[src/rtl/mem_arb_pkg.sv]
// Shared encodings for the cache/dram_ctrl port arbiter: FSM states and dram
// status/ctrl constants. dcache and dram_ctrl use the same status encoding.
package mem_arb_pkg;

  typedef enum logic [1:0] {
    ARB_IDLE = 2'd0,
    OWN_I    = 2'd1,
    OWN_D    = 2'd2,
    HANDOFF  = 2'd3
  } arb_state_t;

  localparam logic [1:0] DRAM_READY = 2'b00;
  localparam logic [1:0] DRAM_BUSY  = 2'b01;
  localparam logic [2:0] CTRL_NONE  = 3'b000;

endpackage

[src/rtl/rr_pick2.sv]
// Two-way combinational pick: a lone requester wins outright, a tie goes to
// the side selected by rr_ptr_i (1 = D-cache, 0 = I-cache).
module rr_pick2 (
  input  logic icache_req_i,
  input  logic dcache_req_i,
  input  logic rr_ptr_i,
  output logic gnt_icache_o,
  output logic gnt_dcache_o
);

  assign gnt_dcache_o = dcache_req_i && (!icache_req_i ||  rr_ptr_i);
  assign gnt_icache_o = icache_req_i && (!dcache_req_i || !rr_ptr_i);

endmodule

[src/rtl/mem_port_arbiter.sv]
// Arbitrates the single dram_ctrl port between I-cache and D-cache, holding
// the grant for a whole burst and inserting one idle HANDOFF cycle between owners.
module mem_port_arbiter
  import mem_arb_pkg::*;
#(
  parameter int   ADDR_WIDTH = 64,
  parameter int   DATA_WIDTH = 64,
  parameter logic D_FIRST    = 1'b1
) (
  input  logic                  clk,
  input  logic                  rst,
  input  logic [ADDR_WIDTH-1:0] i_addr,
  input  logic [2:0]            i_rd_ctrl,
  output logic [DATA_WIDTH-1:0] i_dout,
  output logic [1:0]            i_state,
  input  logic [ADDR_WIDTH-1:0] d_addr,
  input  logic [DATA_WIDTH-1:0] d_din,
  input  logic [2:0]            d_rd_ctrl,
  input  logic [2:0]            d_wr_ctrl,
  output logic [DATA_WIDTH-1:0] d_dout,
  output logic [1:0]            d_state,
  input  logic [1:0]            state,
  input  logic [DATA_WIDTH-1:0] dram_dout,
  output logic [ADDR_WIDTH-1:0] dram_addr,
  output logic [DATA_WIDTH-1:0] dram_din,
  output logic [2:0]            dram_rd_ctrl,
  output logic [2:0]            dram_wr_ctrl,
  output logic                  grant_i,
  output logic                  grant_d
);

  arb_state_t state_q, state_d;
  logic       rr_ptr_q, rr_ptr_d;
  logic       req_i, req_d, pick_i, pick_d, beat_done;

  assign req_i     = |i_rd_ctrl;
  assign req_d     = (|d_rd_ctrl) | (|d_wr_ctrl);
  assign beat_done = (state == DRAM_READY);

  rr_pick2 u_pick (
    .icache_req_i (req_i),
    .dcache_req_i (req_d),
    .rr_ptr_i     (rr_ptr_q),
    .gnt_icache_o (pick_i),
    .gnt_dcache_o (pick_d)
  );

  always_comb begin
    // NOTE: every output of this block gets a default first so no path leaves it unassigned (no latch).
    state_d  = state_q;
    rr_ptr_d = rr_ptr_q;
    unique case (state_q)
      ARB_IDLE: begin
        if (pick_d) begin
          state_d  = OWN_D;
          rr_ptr_d = 1'b0;
        end else if (pick_i) begin
          state_d  = OWN_I;
          rr_ptr_d = 1'b1;
        end
      end
      // An owner that drops its request mid-beat keeps the port until the beat completes.
      OWN_I:   if (!req_i && beat_done) state_d = HANDOFF;
      OWN_D:   if (!req_d && beat_done) state_d = HANDOFF;
      HANDOFF: state_d = ARB_IDLE;
      default: state_d = ARB_IDLE;
    endcase
  end

  // NOTE: sequential state uses non-blocking assignments so all registers update from pre-edge values.
  always_ff @(posedge clk) begin
    if (rst) begin
      state_q  <= ARB_IDLE;
      rr_ptr_q <= D_FIRST;
    end else begin
      state_q  <= state_d;
      rr_ptr_q <= rr_ptr_d;
    end
  end

  always_comb begin
    dram_addr    = '0;
    dram_din     = '0;
    dram_rd_ctrl = CTRL_NONE;
    dram_wr_ctrl = CTRL_NONE;
    i_dout       = '0;
    d_dout       = '0;
    i_state      = DRAM_BUSY;
    d_state      = DRAM_BUSY;
    grant_i      = 1'b0;
    grant_d      = 1'b0;
    unique case (state_q)
      OWN_I: begin
        grant_i      = 1'b1;
        dram_addr    = i_addr;
        dram_rd_ctrl = i_rd_ctrl;
        i_state      = state;
        i_dout       = dram_dout;
      end
      OWN_D: begin
        grant_d      = 1'b1;
        dram_addr    = d_addr;
        dram_din     = d_din;
        dram_rd_ctrl = d_rd_ctrl;
        dram_wr_ctrl = d_wr_ctrl;
        d_state      = state;
        d_dout       = dram_dout;
      end
      default: ;
    endcase
  end

endmodule
[config.mk]
export PLATFORM = sky130hd
export DESIGN_NAME = mem_port_arbiter
export DESIGN_NICKNAME = d
export VERILOG_FILES = /design/src/rtl/mem_arb_pkg.sv /design/src/rtl/rr_pick2.sv /design/src/rtl/mem_port_arbiter.sv
export SDC_FILE = /design/constraint.sdc
export NUM_CORES = 1
export LEC_CHECK = 0
export BUFFER_PORTS_ARGS = -buffer_cell sky130_fd_sc_hd__clkbuf_2
export CAP_MARGIN = 20
export CORE_AREA = 2 2 207 209
export CTS_CLUSTER_SIZE = 24
export DETAILED_ROUTE_END_ITERATION = 8
export DIE_AREA = 0 0 209 211
export SLEW_MARGIN = 30
export SYNTH_ARGS = -nofsm -noshare
export SYNTH_HDL_FRONTEND = slang
export SYNTH_SLANG_ARGS = --single-unit
[constraint.sdc]
create_clock -name clk -period 2.56 [get_ports clk]
set_clock_uncertainty 0.05 [all_clocks]
set_input_delay 0.256 -clock clk [delete_from_list [all_inputs] [get_ports clk]]
set_output_delay 0.256 -clock clk [all_outputs]
set_load 0.05 [all_outputs]
After elaboration in Yosys (flattened, before gate mapping). Index checks and enable logic that the tools add are counted.

Output and inout port bits: 268. Word-level logic and storage cells: 43. Flip-flop bits (word level): 3.

Muxes and demuxes: 17. Eq/ne operators: 6. Reduce and logical (&&, ||, !) cells: 17. Bitwise logic cells: 1.

Operators with widths (number): $mux W64 (3); $pmux W64 S2 (1); $mux W2 (6); $reduce_or A3 Y1 (3); $pmux W2 S4 (1); $pmux W3 S2 (1); $eq A2 B2 Y1 const B (2); $logic_and A1 B1 Y1 (4); $logic_not A2 Y1 (2); $mux W1 (4); $ne A2 B2 Y1 const B (2); $logic_not A1 Y1 (3); $mux W3 (1); $ne A3 B3 Y1 const B (1); $reduce_and A3 Y1 (1); $eq A2 B1 Y1 const B (1); $logic_or A1 B1 Y1 (2); $reduce_and A2 Y1 (1); $reduce_bool A2 Y1 (1); $or A1 B1 Y1 (1).

Logic depth before layout (Yosys ltp). Gate-level depths: netlist (run 1).

Depth after elaboration: 8. Mapped depth: 7. Gate-level depth less buffers: 6.

Modules after synthesis. Synthesis (run 1) repeated with hierarchy kept, for this count alone.

Cell total of the unflattened synthesis: 410. Area total of the unflattened synthesis: 2600.0 sq um.

By module, submodules not included: mem_port_arbiter (area each 2581.2 sq um, cells an instance 407, sequential area each 60.1 sq um, times used 1); rr_pick2 (area each 18.8 sq um, cells an instance 3, sequential area each 0.0 sq um, times used 1).

Least setup slack after synthesis (run 1). No wires, ideal clock.

Kind: flip-flop to output port. Start: reg state_q[1]. End: out dram_addr[29]. Setup slack: -0.201 ns. Cell stages (with the launch flop): 8. Arrival time: 2.455 ns. Required time: 2.254 ns. Buffers on the path: 3. Cell sequence: dfxtp_1 -> inv_1 -> ha_1 -> buf_2 -> clkbuf_1 -> clkbuf_1 -> a22oi_1 -> nor2b_1.

Cells in the longest elaborated chain, start to end: 2. Elaborated cells on any way between the ends: 3.

Ends and longest elaborated chain: start: declaration (line mem_port_arbiter.sv:32) `arb_state_t state_q, state_d;`; start signal: assignment (line mem_port_arbiter.sv:76) `state_q <= state_d;`; $eq A2 B2 Y1 / $eq A2 B1 Y1 (equally long branches) (line mem_port_arbiter.sv:92) `unique case (state_q)`; $pmux W64 S2 * (line mem_port_arbiter.sv:92); end: declaration (line mem_port_arbiter.sv:24) `output logic [ADDR_WIDTH-1:0] dram_addr,`.

Every way passes the cells marked *; elsewhere a longest branch is shown, timed or not.

Worst setup path after layout (run 1).
Start: reg state_q[1]. End: out dram_addr[18].

Same word-level chain as after synthesis.

==> flow_summary.ini, run 1 <==
[pwr]
power_leakage_nw = 3.30
irDropWorstVdd_mv = 0.462
power.density_mw_per_mm2 = 1090

[outcome]
status = finished, final reports clean

[clocking]
cts.clk_slew.worst_paths_ps = 30
worstSkewPairLatency_ps = 230
postCtsSetupBuffers = 0
clockBufferDepth = 2
numCtsBuffers = 3
cts-resized-gates = 0
holdBufCountCts = 0
cts.sinks = 3
cts_tree = yes
clockRootBuffer = clkbuf_16
h-tree-depth = 1

[logic_synthesis]
ys_types = 25
yosys_warnings = 0
postSynthCellCount = 405
synth_area_per_cell_sq_um = 6.40
async_flop_share_pct = 0
ys_seq_area_share_pct = 2.32
synth_edf_count = 0
synth.cell_area_sq_mm = 0.00259
yosys_most_used_dff = dfxtp_1
synth_nets = 677
ys_ff_latch = 3

[critical_path]
r2r_slack_ps = 740
rr_worst_depth = 6
required_ps = 2250
r2r-start = state_q[0]$_SDFFE_PP0P_
arrival_ps = 2040
critPathLaunchType = flip-flop
crit_path_end_kind = output port
critPathKind = reg -> out
worstReg2RegEnd = state_q[1]$_SDFFE_PP0P_
crit_fanout = 135

[placed_design]
gp_congestion = 0.803
io_buffers = 536
place_hpwl_um = 17700
placed_cells = 1440

[sta]
finalSetupViolCount = 0
finalCritPeriodShare_pct = 91.5
post-route-min-period_ps = 2340
tightest_slew_ps = 552
rsz0062_at_grt = false
finalMaxSlewViolations = 0
fmax_ghz = 0.427
hold_violations = 0
tns_ps = 0
relSlewSlack_pct = 63.2

[cells_and_area]
layout-drive-gt1-share_pct = 66.4
area_growth_pct = 135
fin_cells = 1447
nets = 1178
fill_cells = 4814
postLayoutCoreUtil_pct = 14.6

[worst_hold_path]
hold_end = state_q[1]$_SDFFE_PP0P_
min_path_type = in -> reg
min_from = rst
worstHoldPathCells = 2

[die]
top_level_ports = 537
die_x_um = 209
fp.dieH_um = 211
core_sq_mm = 0.0418
std_cell_rows = 75
dieArea_sq_mm = 0.0441
start_util_pct = 6.21

[global_routing]
grt_pass1_vias = 4528
grt_usage_pct = 8.18
grt_max_degree = 136
grt_antenna_before_repair = 8
grt_pass1_wl_um = 27200
grt-ovfl-total = 0

[drt]
dr.first_iter.drc_count = 149
final_antenna_net_count = 0
routed_wl_um = 20200
wl_per_cell_um = 14.0
viasPerCell = 3.37
dr.pass1.iters = 4
drc = 0
vias = 4877

[flow_run]
maxCapViolCount = 0
==> synth_stat cells (all sizes together) (2+ instances only) <==
cell / instances / share of area, %
nor2b: 67 / 16
and2: 197 / 48
dfxtp: 3 / 2.3
nand2b: 3 / 0.72
ha: 3 / 1.4
inv: 4 / 0.58
buf: 2 / 0.39
a22oi: 67 / 19
clkbuf: 42 / 6.1
or4: 2 / 0.87
==> cell families (layout without fill, tap and decap cells) <==
| logic type | after synthesis | after routing | synth area share (%) |
|---|---|---|---|
| other | 0 | 3 | 0 |
| muxes | 1 | 1 | 0.386 |
| buffers and inverters | 48 | 548 | 7.05 |
| and+or+nand+nor | 274 | 274 | 66.6 |
| DFF | 3 | 3 | 2.32 |
| adders and majority gates | 3 | 3 | 1.45 |
| AOI/OAI and AO/OA | 76 | 76 | 22.2 |
==> worst max-delay path: stages (launching register included) <==
cell and delay, ps:
dfxtp_1 340, inv_1 130, ha_4 160, buf_12 360, a22oi_1 300, nor2b_2 160
clkbuf_2 280
==> worst max-delay path by stage <==
stage | start | end | slack [ps]
floorplan | state_q[0]$_SDFFE_PP0P_ | dram_addr[57] | 7
global placement | state_q[1]$_SDFFE_PP0P_ | dram_addr[18] | 500
detailed placement | state_q[1]$_SDFFE_PP0P_ | dram_addr[18] | 440
CTS | state_q[1]$_SDFFE_PP0P_ | dram_addr[18] | 190
global route | state_q[1]$_SDFFE_PP0P_ | dram_addr[18] | 90
finish | state_q[1]$_SDFFE_PP0P_ | dram_addr[18] | 220
==> through the flow <==
stage	area [sq um]	setup slack (ps)	power, mW	hold slack (ps)
2_1_floorplan	2720	6.96	4.90	274
3_3_place_gp	6010	503	6.41	399
3_5_place_dp	6010	440	6.47	406
4_1_cts	6090	190	6.74	173
5_1_grt	6100	89.6	6.99	188
6_report	6100	219	6.66	167
==> layout make-up <==
type	instances	area (sq um)	area share, %
sequential	3	60.1	0.984
inverter	4	15.0	0.246
tap	539	674	11.1
timing repair buffer	540	2760	45.3
antenna	3	7.51	0.123
multi-input combinational	354	2500	41.0
clock buffer	4	78.8	1.29
==> report_power, final <==
part,leakage (nW),switching [mW],internal (mW)
clock,0.0382,0.0445,0.206
sequential,0.0250,0.0210,0.0667
combinational,3.23,4.67,1.65
==> sequential cells by signal, summed over array words and instances (netlist names) <==
name and count:
rr_ptr_q 1, state_q 2
==> placed cells by master, fill, tap and decap left out, drive strengths merged, types with 2 or more instances in the layout <==
cell type	Yosys	layout
clkbuf	42	540
or4	2	2
diode	0	3
and2	197	197
dfxtp	3	3
ha	3	3
nand2b	3	3
nor2b	67	67
buf	2	4
inv	4	4
a22oi	67	67
==> metal layers <==
| metal | track usage (%) | routed length [um] | up-vias |
|---|---|---|---|
| li1 | - | - | 2340 |
| met1 | 9.78 | 7980 | 2180 |
| met2 | 14.6 | 9810 | 330 |
| met3 | 1.67 | 1840 | 25 |
| met4 | 2.68 | 557 | 2 |
| met5 | 0 | 9 | - |
No activity file was read; power rests on OpenSTA's default activity.
==> run 2, diff against run 1 <==
--- a/config.mk
+++ b/config.mk
@@ -5,7 +5,7 @@
 export SDC_FILE = /design/constraint.sdc
 export NUM_CORES = 1
 export LEC_CHECK = 0
-export BUFFER_PORTS_ARGS = -buffer_cell sky130_fd_sc_hd__clkbuf_2
+export BUFFER_PORTS_ARGS = -buffer_cell sky130_fd_sc_hd__buf_4
 export CAP_MARGIN = 20
 export CORE_AREA = 2 2 207 209
 export CTS_CLUSTER_SIZE = 24
==> run 2 against run 1 <==
  * Via count rose by 0.35%
  * Clock-buffer cell count unchanged
  * Power is 10% higher
  * Design area up 22%
  * Critical path depth is the same
  * Final cell count about the same
  * Highest routed layer unchanged
  * Sequential share of layout area fell by 0.18 points
  * Critical endpoint is now dram_addr[31]
  * Register-to-register slack gained 30 ps
  * Fmax grew 0.80%
  * Sequential power is 0.9% lower
  * Routed wire length is 5.3% higher
  * Largest cell class unchanged
==> flow_summary.ini, run 2 (synthesis gave the netlist of run 1 again) <==
[sta]
rsz0062_at_grt = false
finalCritPeriodShare_pct = 90.7
hold_violations = 0
fin_ws_ps = 237
finalSetupViolCount = 0
tightest_slew_ps = 527
finalMaxSlewViolations = 0
post-route-min-period_ps = 2320
fmax_ghz = 0.431
tns_ps = 0
relSlewSlack_pct = 64.9

[pwr]
clock_power_share_pct = 3.4
p_int_mw = 2.58
power.density_mw_per_mm2 = 987
irDropWorstVdd_mv = 0.343
p_sw_share_pct = 64.9
combinationalPowerShare_pct = 95.5
power_leakage_nw = 3.69
p_sw_mw = 4.77
p_seq_share_pct = 1.2

[placed_design]
place_hpwl_um = 18500
io_buffers = 536
pre_cts_ws_ps = 500
gp_congestion = 0.802

[critical_path]
critPathBufInv = 3
crit_chain = inv_1 -> ha_4 -> buf_12 -> a22oi_1 -> nor2b_2 -> buf_4
crit_fanout = 139
critPathSlowestCell = dfxtp_1
arrival_ps = 2020
critPathKind = reg -> out
critPathLaunchType = flip-flop
crit_path_end_kind = output port
required_ps = 2250
cp_top_family = buffers and inverters
r2r-start = state_q[0]$_SDFFE_PP0P_
max_stage_delay_ps = 340
cp-startpoint = state_q[0]$_SDFFE_PP0P_

[cells_and_area]
largest_reg_flops = 2
nets = 1180
area_growth_pct = 188
multiInputGateArea_sq_mm = 0.00250
reg_top3 = state_q: 2 flops, rr_ptr_q: 1 flops
regMostFlops = state_q
final_common_cell = buf_4
layout_common_cells = buf_4 (538), and2_1 (197), a22oi_1 (67)
layout-drive-gt1-share_pct = 66.5
fill_cells = 4674
seqCellArea_sq_um = 60.1

[drt]
routed_wl_um = 21300
wl_per_cell_um = 14.7
dr.first_iter.drc_count = 120
vias = 4894
viasPerCell = 3.38
drc = 0
final_antenna_net_count = 0
dr.pass1.iters = 4

[global_routing]
grt_max_degree = 140
grt_usage_pct = 8.54
grt_antenna_before_repair = 4
grt_pass1_wl_um = 28700
grt-ovfl-total = 0
grt_pass1_vias = 4827

[clocking]
worstSkewPairLatency_ps = 220
clockRootBuffer = clkbuf_16
numCtsBuffers = 3
holdBufCountCts = 0
cts_tree = yes
clockBufferDepth = 2
cts-resized-gates = 0
postCtsSetupBuffers = 0
cts.sinks = 3
cts.clk_slew.worst_paths_ps = 30
h-tree-depth = 1

[die]
top_level_ports = 537
fp.dieH_um = 211
dieArea_sq_mm = 0.0441
std_cell_rows = 75
start_util_pct = 6.21
die_x_um = 209
core_sq_mm = 0.0418

[outcome]
status = finished, final reports clean

[worst_hold_path]
min_path_type = in -> reg
min_from = rst

[flow_run]
maxCapViolCount = 0
[run 2: cell types whose count changed in the layout (fill, tap and decap cells not counted), sizes merged]
cell | previous run | this run
clkbuf | 540 | 4
diode | 3 | 2
buf | 4 | 542
[run 2: path summary, 6_finish.rpt]
check | slack [ps] | cells after the start | endpoint
max | 240 | 6 | dram_addr[31]
min reg2reg | 470 | 2 | state_q[0]$_SDFFE_PP0P_
max reg2reg | 770 | 6 | state_q[1]$_SDFFE_PP0P_
min | 150 | 2 | state_q[1]$_SDFFE_PP0P_
[run 2: routing by layer]
metal | track usage [%] | wire length (um) | vias up
li1 | - | - | 2338
met1 | 9.40 | 7850 | 2206
met2 | 15.5 | 10600 | 330
met3 | 3.18 | 2330 | 18
met4 | 1.95 | 453 | 2
met5 | 0 | 12 | -
[run 2: power by group through the flow]
stage | Clock (mW) | Combinational [mW] | Sequential, mW
3_5_place_dp | 0 | 7.09 | 0.0869
2_1_floorplan | 0 | 4.82 | 0.0779
4_1_cts | 0.249 | 7.11 | 0.0863
5_1_grt | 0.257 | 7.36 | 0.0896
3_3_place_gp | 0 | 7.05 | 0.0865
6_report | 0.247 | 7.02 | 0.0869
[run 2: area by class of cell]
class	count	share of cell area, %
Antenna cell	2	0.0671
Clock buffer	4	1.06
Inverter	4	0.201
Multi-Input combinational cell	354	33.6
Sequential cell	3	0.806
Tap cell	539	9.05
Timing Repair Buffer	542	55.3
[run 2: metrics by stage]
step	hold slack (ps)	instance area (sq um)	cells	power (mW)	utilization, %
detailed placement	385	7370	1442	7.18	17.7
global route	156	7450	1447	7.71	17.8
finish	151	7450	1448	7.35	17.9
floorplan	274	2720	405	4.90	-
global placement	381	7370	1442	7.14	17.7
CTS	153	7450	1446	7.44	17.8
==> run 3, diff against run 2 <==
--- a/config.mk
+++ b/config.mk
@@ -5,7 +5,7 @@
 export SDC_FILE = /design/constraint.sdc
 export NUM_CORES = 1
 export LEC_CHECK = 0
-export BUFFER_PORTS_ARGS = -buffer_cell sky130_fd_sc_hd__buf_4
+export BUFFER_PORTS_ARGS = -buffer_cell sky130_fd_sc_hd__buf_2
 export CAP_MARGIN = 20
 export CORE_AREA = 2 2 207 209
 export CTS_CLUSTER_SIZE = 24
==> run 3 against run 2 <==
  * First-iteration DRC count rose by 58%
  * Power fell by 9.0%
  * Sequential power barely moved
  * Utilization fell by 3.2 points
  * Sequential share of layout area rose by 0.17 points
  * Worst hold slack improved by 13 ps
  * Critical path type unchanged
  * Largest power group unchanged
  * Highest routed layer unchanged
==> flow_summary.ini, run 3 (synthesis gave the netlist of run 1 again) <==
[outcome]
status = finished, final reports clean

[critical_path]
critPathKind = reg -> out
max_stage_delay_ps = 340
crit_fanout = 129
crit_path_end_kind = output port
required_ps = 2250
critPathSlowestCell = dfxtp_1
arrival_ps = 2060
crit_chain = inv_1 -> ha_4 -> buf_12 -> a22oi_1 -> nor2b_2 -> buf_2
critPathLaunchType = flip-flop

[placed_design]
pre_cts_ws_ps = 445
gp_congestion = 0.795
dpl_cell_area_sq_mm = 0.00604
place_hpwl_um = 17900
io_buffers = 536
placed_cells = 1443

[global_routing]
grt_usage_pct = 8.18
grt_max_degree = 130
grt_pass1_vias = 4588
grt-ovfl-total = 0
grt_pass1_wl_um = 27300
grt_antenna_before_repair = 7

[sta]
tightest_slew_ps = 482
finalCritPeriodShare_pct = 92.4
hold_violations = 0
tns_ps = 0
post-route-min-period_ps = 2360
fin_ws_ps = 196
relSlewSlack_pct = 67.9
fmax_ghz = 0.423
finalSetupViolCount = 0
finalMaxSlewViolations = 0
rsz0062_at_grt = false

[clocking]
postCtsSetupBuffers = 0
numCtsBuffers = 3
clockRootBuffer = clkbuf_16
cts.clk_slew.worst_paths_ps = 30
cts-resized-gates = 0
clockBufferDepth = 2
worstSkewPairLatency_ps = 230
h-tree-depth = 1
holdBufCountCts = 0
cts.sinks = 3
cts_tree = yes

[pwr]
p_int_mw = 1.98
combinationalPowerShare_pct = 94.9
irDropWorstVdd_mv = 0.383
power_mw = 6.69
clock_power_share_pct = 3.8
p_sw_share_pct = 70.5
p_sw_mw = 4.71
power.density_mw_per_mm2 = 1090
p_seq_share_pct = 1.3
power_leakage_nw = 3.45

[die]
std_cell_rows = 75
core_sq_mm = 0.0418
start_util_pct = 6.21
dieArea_sq_mm = 0.0441
fp.dieH_um = 211
top_level_ports = 537
die_x_um = 209

[cells_and_area]
regMostFlops = state_q
seqCellArea_sq_um = 60.1
layout-drive-gt1-share_pct = 66.5
largest_reg_flops = 2
fill_cells = 4817
nets = 1181
reg_top3 = state_q: 2 flops, rr_ptr_q: 1 flops
area_growth_pct = 136
layout_common_cells = buf_2 (536), and2_1 (197), a22oi_1 (67)
fin_area_sq_mm = 0.00613
final_common_cell = buf_2
multiInputGateArea_sq_mm = 0.00250
fin_cells = 1451

[drt]
dr.pass1.iters = 6
routed_wl_um = 20200
viasPerCell = 3.36
vias = 4879
drc = 0
final_antenna_net_count = 0
wl_per_cell_um = 13.9
dr.first_iter.drc_count = 190

[worst_hold_path]
min_path_type = in -> reg

[flow_run]
maxCapViolCount = 0
## run 3: cell types whose count changed in the layout (fill, tap and decap cells not counted)
cell     delta
buf_2     +536
buf_4     -535
diode_2     +2
## run 3: final cells by class
type                    count  share of cell area, %
inverters                   4                  0.245
repair buffers            543                   45.5
clock buffers               4                   1.29
diodes                      4                  0.163
multi-input cells         354                   40.8
well taps                 539                   11.0
flip-flops and latches      3                  0.980
## run 3: power by group through the flow
stage / Sequential (mW) / Combinational, mW / Clock [mW]
after floorplan: 0.0779 / 4.82 / 0
after global placement: 0.0849 / 6.36 / 0
after detailed placement: 0.0874 / 6.42 / 0
after CTS: 0.0867 / 6.43 / 0.255
after global routing: 0.0907 / 6.70 / 0.258
final: 0.0868 / 6.35 / 0.251
## run 3: per-stage QoR
stage          hold slack (ps)  utilization [%]
2_1_floorplan              274                -
3_3_place_gp               402             14.5
3_5_place_dp               398             14.5
4_1_cts                    163             14.6
5_1_grt                    172             14.7
6_report                   165             14.7
## run 3: final timing paths
| path | startpoint | end | slack [ps] | depth (start not counted) |
|---|---|---|---|---|
| setup / recovery | state_q[0]$_SDFFE_PP0P_ | dram_addr[36] | 200 | 6 |
| hold / removal | rst | state_q[1]$_SDFFE_PP0P_ | 160 | 2 |
| setup reg to reg | state_q[0]$_SDFFE_PP0P_ | state_q[1]$_SDFFE_PP0P_ | 740 | 6 |
| hold reg to reg | state_q[0]$_SDFFE_PP0P_ | state_q[0]$_SDFFE_PP0P_ | 480 | 2 |
## run 3: worst max-delay path, delay by kind of cell (launching register included)
kind | cells | cell delay, ps
AND/OR/NAND/NOR | 1 | 120
adder cells (fa/ha/maj) | 1 | 300
AO/OA/AOI/OAI | 1 | 200
buffers and inverters | 3 | 690
flip-flops | 1 | 340
## run 3: routing by layer
| layer | vias to the layer above | track usage [%] | wire [um] |
|---|---|---|---|
| met1 | 2167 | 9.64 | 7960 |
| met3 | 22 | 2.27 | 1960 |
| met4 | 2 | 2.91 | 658 |
| met2 | 340 | 14.1 | 9560 |
| li1 | 2348 | - | - |
| met5 | - | 1.11 | 70 |
